<file path="config.mk">
export PLATFORM = sky130hd
export DESIGN_NAME = lfsr_tap_search_ctrl_flat
export DESIGN_NICKNAME = d
export VERILOG_FILES = /design/src/rtl/lfsr_tap_search_ctrl_if.sv /design/src/rtl/lfsr_tap_search_ctrl.sv /design/src/flat_wrapper.sv
export SDC_FILE = /design/constraint.sdc
export NUM_CORES = 1
export LEC_CHECK = 0
export BUFFER_PORTS_ARGS = -buffer_cell sky130_fd_sc_hd__buf_2
export CELL_PAD_IN_SITES_DETAIL_PLACEMENT = 1
export CELL_PAD_IN_SITES_GLOBAL_PLACEMENT = 1
export CORE_ASPECT_RATIO = 1.1
export CORE_MARGIN = 1.5
export CORE_UTILIZATION = 41
export CTS_CLUSTER_DIAMETER = 120
export CTS_CLUSTER_SIZE = 10
export DETAILED_ROUTE_END_ITERATION = 6
export GPL_ROUTABILITY_DRIVEN = 0
export HOLD_SLACK_MARGIN = 0.12
export PLACE_DENSITY = 0.88
export SETUP_SLACK_MARGIN = 0.1
export SLEW_MARGIN = 15
export SYNTH_ARGS = -nofsm -noshare
export SYNTH_HDL_FRONTEND = slang
export SYNTH_SLANG_ARGS = --single-unit
</file>
<file path="constraint.sdc">
create_clock -name clk -period 3.09 [get_ports clk]
set_clock_uncertainty 0.2 [all_clocks]
set_input_delay 0.309 -clock clk [delete_from_list [all_inputs] [get_ports clk]]
set_output_delay 0.309 -clock clk [all_outputs]
set_load 0.02 [all_outputs]
</file>
<file path="src/rtl/lfsr_tap_search_ctrl_if.sv">
// Bus bundle between the tap-search sequencer, its data memory, the LFSR
// accelerator and the core.
`timescale 1ns/1ps
interface lfsr_tap_search_ctrl_if #(
  parameter int AW = 8
);
  logic          start;
  logic [AW-1:0] base_addr;
  logic [AW-1:0] mem_addr;
  logic [7:0]    mem_rdata;
  logic          lfsr_load_state;
  logic          lfsr_load_taps;
  logic          lfsr_enable_adv;
  logic [6:0]    lfsr_state0;
  logic [6:0]    lfsr_taps;
  logic [6:0]    lfsr_state;
  logic          busy;
  logic          done;
  logic          found;
  logic [3:0]    tap_idx;
  logic [6:0]    tap_out;
  logic [6:0]    seed_out;

  // Sequencer side
  modport slave (
    input  start, base_addr, mem_rdata, lfsr_state,
    output mem_addr, lfsr_load_state, lfsr_load_taps, lfsr_enable_adv,
           lfsr_state0, lfsr_taps, busy, done, found, tap_idx, tap_out, seed_out
  );

  // Core / memory / LFSR side
  modport master (
    output start, base_addr, mem_rdata, lfsr_state,
    input  mem_addr, lfsr_load_state, lfsr_load_taps, lfsr_enable_adv,
           lfsr_state0, lfsr_taps, busy, done, found, tap_idx, tap_out, seed_out
  );
endinterface

</file>
<file path="src/rtl/lfsr_tap_search_ctrl.sv">
// Tap-search sequencer: recovers the LFSR seed from the first ciphertext byte,
// then walks the tap table until one tap reproduces the SPACE preamble.
//
// state   | meaning
// IDLE    | waiting for start
// FETCH0  | read address = ciphertext byte 0
// SEED    | byte 0 returned; derive seed, reject if bit 7 cannot match
// LOAD    | load seed and TAP[k] into the LFSR
// ADV     | advance LFSR, fetch ciphertext byte i
// CHECK   | compare byte i against SPACE ^ LFSR state
// DONE    | one-cycle completion pulse
`timescale 1ns/1ps
module lfsr_tap_search_ctrl #(
  parameter int         PRE_LEN = 8,
  parameter int         AW      = 8,
  parameter logic [7:0] SPACE   = 8'h20
) (
  input logic clk,
  input logic rst_n,
  lfsr_tap_search_ctrl_if.slave bus
);

  typedef enum logic [2:0] {
    S_IDLE, S_FETCH0, S_SEED, S_LOAD, S_ADV, S_CHECK, S_DONE
  } state_t;

  localparam logic [3:0] LAST_I = 4'(PRE_LEN - 1);
  localparam logic [3:0] LAST_K = 4'd8;

  state_t        state_q;
  logic [AW-1:0] base_q;
  logic [3:0]    k_q;
  logic [3:0]    i_q;
  logic [AW-1:0] mem_addr_q;
  logic          load_state_q;
  logic          load_taps_q;
  logic          enable_adv_q;
  logic [6:0]    state0_q;
  logic [6:0]    taps_q;
  logic          busy_q;
  logic          done_q;
  logic          found_q;
  logic [3:0]    tap_idx_q;
  logic [6:0]    tap_out_q;
  logic [6:0]    seed_q;
  logic [6:0]    seed_d;
  logic          byte_match;

  function automatic logic [6:0] tap_of(input logic [3:0] k);
    case (k)
      4'd0:    tap_of = 7'h60;
      4'd1:    tap_of = 7'h48;
      4'd2:    tap_of = 7'h78;
      4'd3:    tap_of = 7'h72;
      4'd4:    tap_of = 7'h6A;
      4'd5:    tap_of = 7'h69;
      4'd6:    tap_of = 7'h5C;
      4'd7:    tap_of = 7'h7E;
      4'd8:    tap_of = 7'h7B;
      default: tap_of = 7'h00;
    endcase
  endfunction

  // Seed derivation and per-byte preamble comparison
  always_comb begin
    seed_d     = bus.mem_rdata[6:0] ^ SPACE[6:0];
    byte_match = (bus.mem_rdata == (SPACE ^ {1'b0, bus.lfsr_state}));
  end

  // Sequencer FSM; every output is registered and the LFSR strobes default low
  always_ff @(posedge clk or negedge rst_n) begin
    if (!rst_n) begin
      state_q      <= S_IDLE;
      base_q       <= '0;
      k_q          <= '0;
      i_q          <= '0;
      mem_addr_q   <= '0;
      load_state_q <= 1'b0;
      load_taps_q  <= 1'b0;
      enable_adv_q <= 1'b0;
      state0_q     <= '0;
      taps_q       <= '0;
      busy_q       <= 1'b0;
      done_q       <= 1'b0;
      found_q      <= 1'b0;
      tap_idx_q    <= '0;
      tap_out_q    <= '0;
      seed_q       <= '0;
    end else begin
      load_state_q <= 1'b0;
      load_taps_q  <= 1'b0;
      enable_adv_q <= 1'b0;
      done_q       <= 1'b0;
      case (state_q)
        S_IDLE: begin
          if (bus.start) begin
            state_q    <= S_FETCH0;
            busy_q     <= 1'b1;
            found_q    <= 1'b0;
            tap_idx_q  <= '0;
            tap_out_q  <= '0;
            seed_q     <= '0;
            base_q     <= bus.base_addr;
            mem_addr_q <= bus.base_addr;
          end
        end
        S_FETCH0: state_q <= S_SEED;
        S_SEED: begin
          seed_q <= seed_d;
          k_q    <= '0;
          // Cipher bit 7 is always SPACE[7]; anything else rules out every tap
          if (bus.mem_rdata[7] != SPACE[7]) begin
            state_q <= S_DONE;
            done_q  <= 1'b1;
          end else begin
            state_q      <= S_LOAD;
            load_state_q <= 1'b1;
            load_taps_q  <= 1'b1;
            state0_q     <= seed_d;
            taps_q       <= tap_of(4'd0);
            i_q          <= 4'd1;
          end
        end
        S_LOAD: begin
          state_q      <= S_ADV;
          enable_adv_q <= 1'b1;
          mem_addr_q   <= base_q + AW'(i_q);
        end
        S_ADV: state_q <= S_CHECK;
        S_CHECK: begin
          if (!byte_match) begin
            if (k_q == LAST_K) begin
              state_q <= S_DONE;
              done_q  <= 1'b1;
            end else begin
              k_q          <= k_q + 4'd1;
              state_q      <= S_LOAD;
              load_state_q <= 1'b1;
              load_taps_q  <= 1'b1;
              state0_q     <= seed_q;
              taps_q       <= tap_of(k_q + 4'd1);
              i_q          <= 4'd1;
            end
          end else if (i_q == LAST_I) begin
            state_q   <= S_DONE;
            done_q    <= 1'b1;
            found_q   <= 1'b1;
            tap_idx_q <= k_q;
            tap_out_q <= tap_of(k_q);
          end else begin
            i_q          <= i_q + 4'd1;
            state_q      <= S_ADV;
            enable_adv_q <= 1'b1;
            mem_addr_q   <= base_q + AW'(i_q) + AW'(1);
          end
        end
        S_DONE: begin
          state_q <= S_IDLE;
          busy_q  <= 1'b0;
        end
        default: state_q <= S_IDLE;
      endcase
    end
  end

  assign bus.mem_addr        = mem_addr_q;
  assign bus.lfsr_load_state = load_state_q;
  assign bus.lfsr_load_taps  = load_taps_q;
  assign bus.lfsr_enable_adv = enable_adv_q;
  assign bus.lfsr_state0     = state0_q;
  assign bus.lfsr_taps       = taps_q;
  assign bus.busy            = busy_q;
  assign bus.done            = done_q;
  assign bus.found           = found_q;
  assign bus.tap_idx         = tap_idx_q;
  assign bus.tap_out         = tap_out_q;
  assign bus.seed_out        = seed_q;

endmodule

</file>
<file path="src/flat_wrapper.sv">
// flat-port wrapper written by rule: the top's interface ports become plain ports
module lfsr_tap_search_ctrl_flat 
#(
  parameter int         PRE_LEN = 8,
  parameter int         AW      = 8,
  parameter logic [7:0] SPACE   = 8'h20
)
  (clk, rst_n, bus_start, bus_base_addr, bus_mem_rdata, bus_lfsr_state, bus_mem_addr, bus_lfsr_load_state, bus_lfsr_load_taps, bus_lfsr_enable_adv, bus_lfsr_state0, bus_lfsr_taps, bus_busy, bus_done, bus_found, bus_tap_idx, bus_tap_out, bus_seed_out);
  lfsr_tap_search_ctrl_if #(.AW(AW)) bus_i ();
  input logic clk;
  input logic rst_n;
  input wire logic [$bits(bus_i.start)-1:0] bus_start;
  input wire logic [$bits(bus_i.base_addr)-1:0] bus_base_addr;
  input wire logic [$bits(bus_i.mem_rdata)-1:0] bus_mem_rdata;
  input wire logic [$bits(bus_i.lfsr_state)-1:0] bus_lfsr_state;
  output wire logic [$bits(bus_i.mem_addr)-1:0] bus_mem_addr;
  output wire logic [$bits(bus_i.lfsr_load_state)-1:0] bus_lfsr_load_state;
  output wire logic [$bits(bus_i.lfsr_load_taps)-1:0] bus_lfsr_load_taps;
  output wire logic [$bits(bus_i.lfsr_enable_adv)-1:0] bus_lfsr_enable_adv;
  output wire logic [$bits(bus_i.lfsr_state0)-1:0] bus_lfsr_state0;
  output wire logic [$bits(bus_i.lfsr_taps)-1:0] bus_lfsr_taps;
  output wire logic [$bits(bus_i.busy)-1:0] bus_busy;
  output wire logic [$bits(bus_i.done)-1:0] bus_done;
  output wire logic [$bits(bus_i.found)-1:0] bus_found;
  output wire logic [$bits(bus_i.tap_idx)-1:0] bus_tap_idx;
  output wire logic [$bits(bus_i.tap_out)-1:0] bus_tap_out;
  output wire logic [$bits(bus_i.seed_out)-1:0] bus_seed_out;
  assign bus_i.start = bus_start;
  assign bus_i.base_addr = bus_base_addr;
  assign bus_i.mem_rdata = bus_mem_rdata;
  assign bus_i.lfsr_state = bus_lfsr_state;
  assign bus_mem_addr = bus_i.mem_addr;
  assign bus_lfsr_load_state = bus_i.lfsr_load_state;
  assign bus_lfsr_load_taps = bus_i.lfsr_load_taps;
  assign bus_lfsr_enable_adv = bus_i.lfsr_enable_adv;
  assign bus_lfsr_state0 = bus_i.lfsr_state0;
  assign bus_lfsr_taps = bus_i.lfsr_taps;
  assign bus_busy = bus_i.busy;
  assign bus_done = bus_i.done;
  assign bus_found = bus_i.found;
  assign bus_tap_idx = bus_i.tap_idx;
  assign bus_tap_out = bus_i.tap_out;
  assign bus_seed_out = bus_i.seed_out;
  lfsr_tap_search_ctrl #(.PRE_LEN(PRE_LEN), .AW(AW), .SPACE(SPACE)) u_core (.clk(clk), .rst_n(rst_n), .bus(bus_i));
endmodule
</file>
# After elaboration in Yosys (flattened, before gate mapping)
# Memories as Yosys holds them, arrays and structs flattened.
# Cells that the tools add are included.
[op_classes]
bitwise = 2
n_reduce_logical = 14
eq_ne = 18
add_sub_neg = 4
n_mux = 53
[op_table]
columns = ["operator", "n"]
rows = [
  ["7-bit two-way mux", 9],
  ["7-bit case mux with 2 select lines", 4],
  ["4-bit two-way mux", 9],
  ["8-bit two-way mux", 3],
  ["4-bit case mux with 2 select lines", 3],
  ["8-bit case mux with 3 select lines", 1],
  ["3-bit case mux with 6 select lines", 1],
  ["4-bit AND reduction", 4],
  ["1-bit two-way mux", 13],
  ["3-bit two-way mux", 4],
  ["2-bit != test, second input constant", 5],
  ["1-bit case mux with 2 select lines", 5],
  ["3-bit equality test, second input constant", 3],
  ["4-bit by 1-bit adder with 4-bit output, second input constant", 2],
  ["8-bit by 1-bit adder with 8-bit output, second input constant", 1],
  ["8-bit by 4-bit adder with 8-bit output", 1],
  ["8-bit by 7-bit equality test with 1-bit output", 1],
  ["2-bit nonzero test", 4],
  ["3-bit by 2-bit equality test with 1-bit output, second input constant", 2],
  ["2-bit AND reduction", 3],
  ["4-bit by 3-bit equality test with 1-bit output, second input constant", 1],
  ["4-bit equality test, second input constant", 1],
  ["2-bit by 1-bit != test with 1-bit output, second input constant", 2],
  ["3-bit by 1-bit equality test with 1-bit output, second input constant", 1],
  ["7 further kinds", 8],
]
[word_totals]
register_bits = 64
out_inout_bits = 46
inputBits = 26
rom_bits = 224
n_memories = 2
word_cells = 108
[memory_table]
columns = ["name", "words", "width", "read_ports", "rd_ports_with_merged_regs", "wr", "line", "rtl"]
rows = [
  ["(no name shown)", 16, 7, 1, 0, 0, "lfsr_tap_search_ctrl.sv:50", "case (k)"],
  ["(no name shown)", 16, 7, 1, 0, 0, "lfsr_tap_search_ctrl.sv:50", ""],
]

# Depth between registers and ports, before layout
[logic_depth]
ltp_word = 5
ltp_mapped = 8
mapped_depth_nobuf = 8

# Worst setup path before layout
# No wires, ideal clock.
[synth_path]
path_kind = "register -> register"
from = "register u_core.i_q[0]"
to = "register u_core.mem_addr_q[5], in the netlist u_core.bus.mem_addr[5]"
path_stages_with_launch = 8
setup_time_ns = 0.125
path_buffers = 0
slack_ns = 0.397
synth_period_minus_slack_ns = 2.693
t_required_ns = 2.765
arrival_time_ns = 2.368
cell_sequence = "dfrtp_1 ha_1 fa_1 xnor2_1 or4_4 a211oi_4 o211ai_1 mux2_2"
[synth_via]
elab_chain_cells = 5
elab_cells_between_ends = 8
cone_classes = "2 x add/sub; 2 x eq/ne; 3 x mux; 1 x reduce/logical"
[synth_lines]
columns = ["element", "line", "rtl"]
rows = [
  ["start, declared", "lfsr_tap_search_ctrl.sv:33", "logic [3:0] i_q;"],
  ["start signal, assigned", "lfsr_tap_search_ctrl.sv:151", "i_q <= i_q + 4'd1;"],
  ["8-bit by 4-bit adder with 8-bit output", "lfsr_tap_search_ctrl.sv:127, lfsr_tap_search_ctrl.sv:154", ""],
  ["8-bit by 1-bit adder with 8-bit output", "lfsr_tap_search_ctrl.sv:154", "mem_addr_q <= base_q + AW'(i_q) + AW'(1);"],
  ["8-bit two-way mux", "lfsr_tap_search_ctrl.sv:144", "end else if (i_q == LAST_I) begin"],
  ["8-bit two-way mux", "lfsr_tap_search_ctrl.sv:131", "if (!byte_match) begin"],
  ["8-bit case mux with 3 select lines", "lfsr_tap_search_ctrl.sv:94", "case (state_q)"],
  ["end signal, assigned", "lfsr_tap_search_ctrl.sv:104", "mem_addr_q <= bus.base_addr;"],
  ["end signal, assigned", "lfsr_tap_search_ctrl.sv:127", "mem_addr_q <= base_q + AW'(i_q);"],
  ["end signal, assigned", "lfsr_tap_search_ctrl.sv:154", ""],
  ["end, declared", "lfsr_tap_search_ctrl.sv:34", "logic [AW-1:0] mem_addr_q;"],
]
# Parallel ways exist; a longest one is shown, timed or not. The select of a mux whose other input is x is not followed.
# A chain may end at the register's enable or synchronous reset.

# Worst setup path after layout
[layout_path]
from = "register u_core.i_q[0]"
to = "register u_core.mem_addr_q[7], in the netlist u_core.bus.mem_addr[7]"
# Same word-level chain as after synthesis.

==> results by stage <==
Clocking:
- CTS placed an instance of sky130_fd_sc_hd__clkbuf_8 at the clock tree root.
- The clock tree from TritonCTS is yes.
- The number of buffers inserted during clock tree synthesis is 9.
- The clock drives 64 sinks.
- Counting along the longest clock path gives a buffer depth of 2.
- The H-tree generated during clock tree synthesis spans 3 levels.
- The clock latency of the later-clocked register in the worst-skew pair is 0.36 ns.
- Clock-pin slew was measured on the worst setup and hold paths at about 0.07 ns.

Synth:
- The number of synthesis warnings is 0.
- The synthesized instance count is 382.
- The number of enable flip-flop cells after synthesis is 0.
- The count of different cell masters after synthesis is 55.
- The sequential-to-total area share from yosys stat is 0.4562.
- After synthesis the netlist holds a flip-flop and latch count of 64.
- The portion of synthesized cell area occupied by the leading cell type is 0.4562.
- For this run, asynchronously set or reset flops after synthesis account for 1.000.
- The predominant post-synthesis flop cell is sky130_fd_sc_hd__dfrtp_1.
- The net count after synthesis is ~420.
- Sorting the synthesized cells by area gives the leading types as sky130_fd_sc_hd__dfrtp_1 46%, sky130_fd_sc_hd__nand2_1 7.3%, sky130_fd_sc_hd__o21ai_0 5.4%.
- Each instance of the synthesized netlist takes up on average 9.191 um2.
- The cell area that synthesis handed to floorplanning was about 3500 um2.
- The largest total area in the synthesized netlist belongs to sky130_fd_sc_hd__dfrtp_1.

Route:
- The final layout contains routed wiring with a total length of 10640 um.
- The overall via count from detail_route is 3282.
- The average wire length per cell after detail routing is ~18 um.
- The via count normalized by instance count is 5.572.
- The count of routing violations after the opening detailed-route iteration is 88.
- For this run, design rule violations remaining after detail routing come to 0.
- The detail route stage leaves a number of antenna-violating nets equal to 0.
- The first-pass iteration count of the detailed router is 4.

Status:
- The flow ran to the end, and the final reports show no timing, DRC or antenna violations.

Global route:
- After global routing the overflow that remains totals 0.
- The initial antenna violation count came to 0.
- Entering global routing, the biggest net connects 32 pins.
- The combined global-route utilization of all metal layers is 0.2511.
- The first global-routing pass estimated 17830 um of wire.
- The via count of the first global-routing pass is 3630.

Die:
- The initial utilization of the core area, before any placement, comes to 0.4197.
- In this run the count of I/O pins placed on the die edge is between 70 and 80.
- The die is 91.23 um wide.
- The die boundary height is 100.1 um.
- The die footprint is 9128 um2.
- In this run the standard cell core region covers 8364 um2.
- The placement row count is 35.

Place:
- The number of buffers added on ports is 71.
- Counting tap cells, the placed design contains a total of 556 instances.
- The final HPWL from detailed placement is 7381 um.

Worst setup path:
- The longest individual stage delay on the worst path is 0.56 ns.
- The cell type of the slowest stage on the worst timing path is sky130_fd_sc_hd__or4_4.
- The kind of cell with the highest combined delay along the critical path is simple AND/OR/NAND/NOR gates.
- The worst setup path is captured at a flop.
- At the worst endpoint, the arrival time is 2.95 ns.
- The data required time of the critical path is 3.17 ns.
- The category of the most critical setup path is reg2reg.
- The critical path goes through ha_1, fa_2, xnor2_1, or4_4, a211oi_4, and4_1, o21ai_1, a31oi_1.
- The worst setup path is launched from a flop.
- The worst-path maximum fanout is 4.
- The critical path contains buffers and inverters numbering 0 combined.

Timing:
- For this run, the top clock speed supported by timing is 347.6 MHz.
- The hold violation total from the final report is 0.
- In the final timing run, aggregate negative setup slack is 0 ns.
- Setup repair after global routing left no endpoint under its margin.
- For the finished layout, the period the worst path requires is roughly 2.9 ns.
- Dividing the final minimum period by the clock period gives 0.9310.
- The worst-margin pin slew is ~0.85 ns.
- In this run the tightest slew margin relative to its limit is 0.4291.
- The max-slew violation total from the final report is 0.
- The count of final setup violators is 0.

Finish:
- The share of post-route cells with drive strength above 1 is 0.2364.
- Leaving out fill and tap cells, the most frequent cell in the layout is sky130_fd_sc_hd__buf_2.
- The synthesis-to-layout area growth is 25.23%.
- The final cell count without fillers is 589.
- The final antenna diode count is 0.
- Measured on the finished design, the core utilization comes to 0.5257.
- Leaving out fill and tap cells, the most frequent cells in the layout are 71 x sky130_fd_sc_hd__buf_2, 68 x sky130_fd_sc_hd__nand2_1, 64 x sky130_fd_sc_hd__dfrtp_1.
- The number of nets at the end of the flow is 513.
- After filler insertion, the fill cell instance count of the layout stands at 1004.

Run:
- Max-cap violations in this run came to 0.

Power:
- The reported leakage power is 2.151 nW.
- Dividing total power by cell area gives a power density of 897.5 nW/um2.
- The largest vdd supply drop is between 400 and 500 uV.

Worst hold path:
- The path category of the worst min-delay check is in2async.
layer usage:
metal,global-route usage,share of wire,vias up
li1,-,-,1537
met1,0.2857,0.42,1638
met2,0.4569,0.52,88
met3,0.04773,0.039,19
met4,0.1118,0.021,0
met5,0,0,-
registers in the layout (all words and copies together) (netlist names):
register,count
u_core.bus.tap_idx,4
u_core.bus.found,1
u_core.bus.seed_out,7
u_core.base_q,8
u_core.bus.lfsr_state0,7
u_core.bus.tap_out,7
u_core.i_q,4
u_core.bus.lfsr_load_state,1
u_core.bus.busy,1
u_core.bus.lfsr_taps,7
u_core.bus.done,1
u_core.k_q,4
u_core.bus.lfsr_enable_adv,1
u_core.bus.mem_addr,8
u_core.state_q,3
repair_timing:
item	CTS	global route
endpoints found under the setup margin	0	2
hold buffers	17	0
gates resized for setup	0	2
buffers inserted	0	0
hold endpoints to repair	90	0
where the power goes:
group	switching (W)	leakage (nW)	internal (W)	total (W)
Clock	0.000366	0.109	0.000479	0.000845
Sequential	0.000236	0.818	0.00109	0.00133
Combinational	0.00113	1.22	0.000646	0.00177
synth_stat cells, drive strengths merged, types with 2 or more instances:
cell type / instances
a31oi: 10
mux2i: 10
buf: 10
nand3: 25
xor2: 11
inv: 11
and3: 4
o31ai: 2
o21ai: 39
ha: 13
nand2: 68
nand3b: 4
nor3b: 2
xnor2: 7
a211oi: 4
clkbuf: 7
a22oi: 3
nand2b: 3
or2: 2
mux2: 4
nor3: 6
o22ai: 2
o211a: 2
nor2: 27
a21oi: 14
dfrtp: 64
nand4: 3
o211ai: 4
nor4: 4
metrics by stage:
step | hold slack (ns) | power, W | area, um2 | worst slack (ns)
after floorplan | -0.1866 | 0.002512 | 3511 | 0.3974
after CTS | 0.1922 | 0.003935 | 4389 | 0.1235
after global routing | 0.2311 | 0.004209 | 4397 | 0.1048
after detailed placement | 0.02499 | 0.003055 | 3989 | 0.1467
final | 0.1778 | 0.003946 | 4397 | 0.2133
after global placement | 0.02273 | 0.002956 | 3989 | 0.3061
cell families after synthesis:
logic type / synth area share
compound gates: 0.1643
xor+xnor: 0.04490
fa+ha+maj: 0.05203
buf+inv: 0.03742
flops: 0.4562
mux: 0.04134
simple gates: 0.2039
path summary, 6_finish.rpt:
path	end	startpoint	cells after the start	slack [ns]
max	u_core.bus.mem_addr[7]	u_core.i_q[0]	8	0.21
min	u_core.bus.mem_addr[7]	rst_n	2	0.18
max reg2reg	u_core.bus.mem_addr[7]	u_core.i_q[0]	8	0.21
min reg2reg	u_core.bus.found	u_core.bus.found	2	0.28
max in group asynchronous	u_core.k_q[3]	rst_n	3	1.81
min in group clk	u_core.state_q[0]	bus_start	4	0.26
area by class of cell:
class | count | area (um2) | area share
Sequential cell | 64 | 1602 | 0.3643
Inverter | 11 | 41.29 | 0.009391
Timing Repair Buffer | 97 | 593.1 | 0.1349
Multi-Input combinational cell | 290 | 1792 | 0.4075
Clock inverter | 6 | 92.59 | 0.02106
Tap cell | 111 | 138.9 | 0.03159
Clock buffer | 10 | 137.6 | 0.03130
No activity file was read; power rests on OpenSTA's default activity.
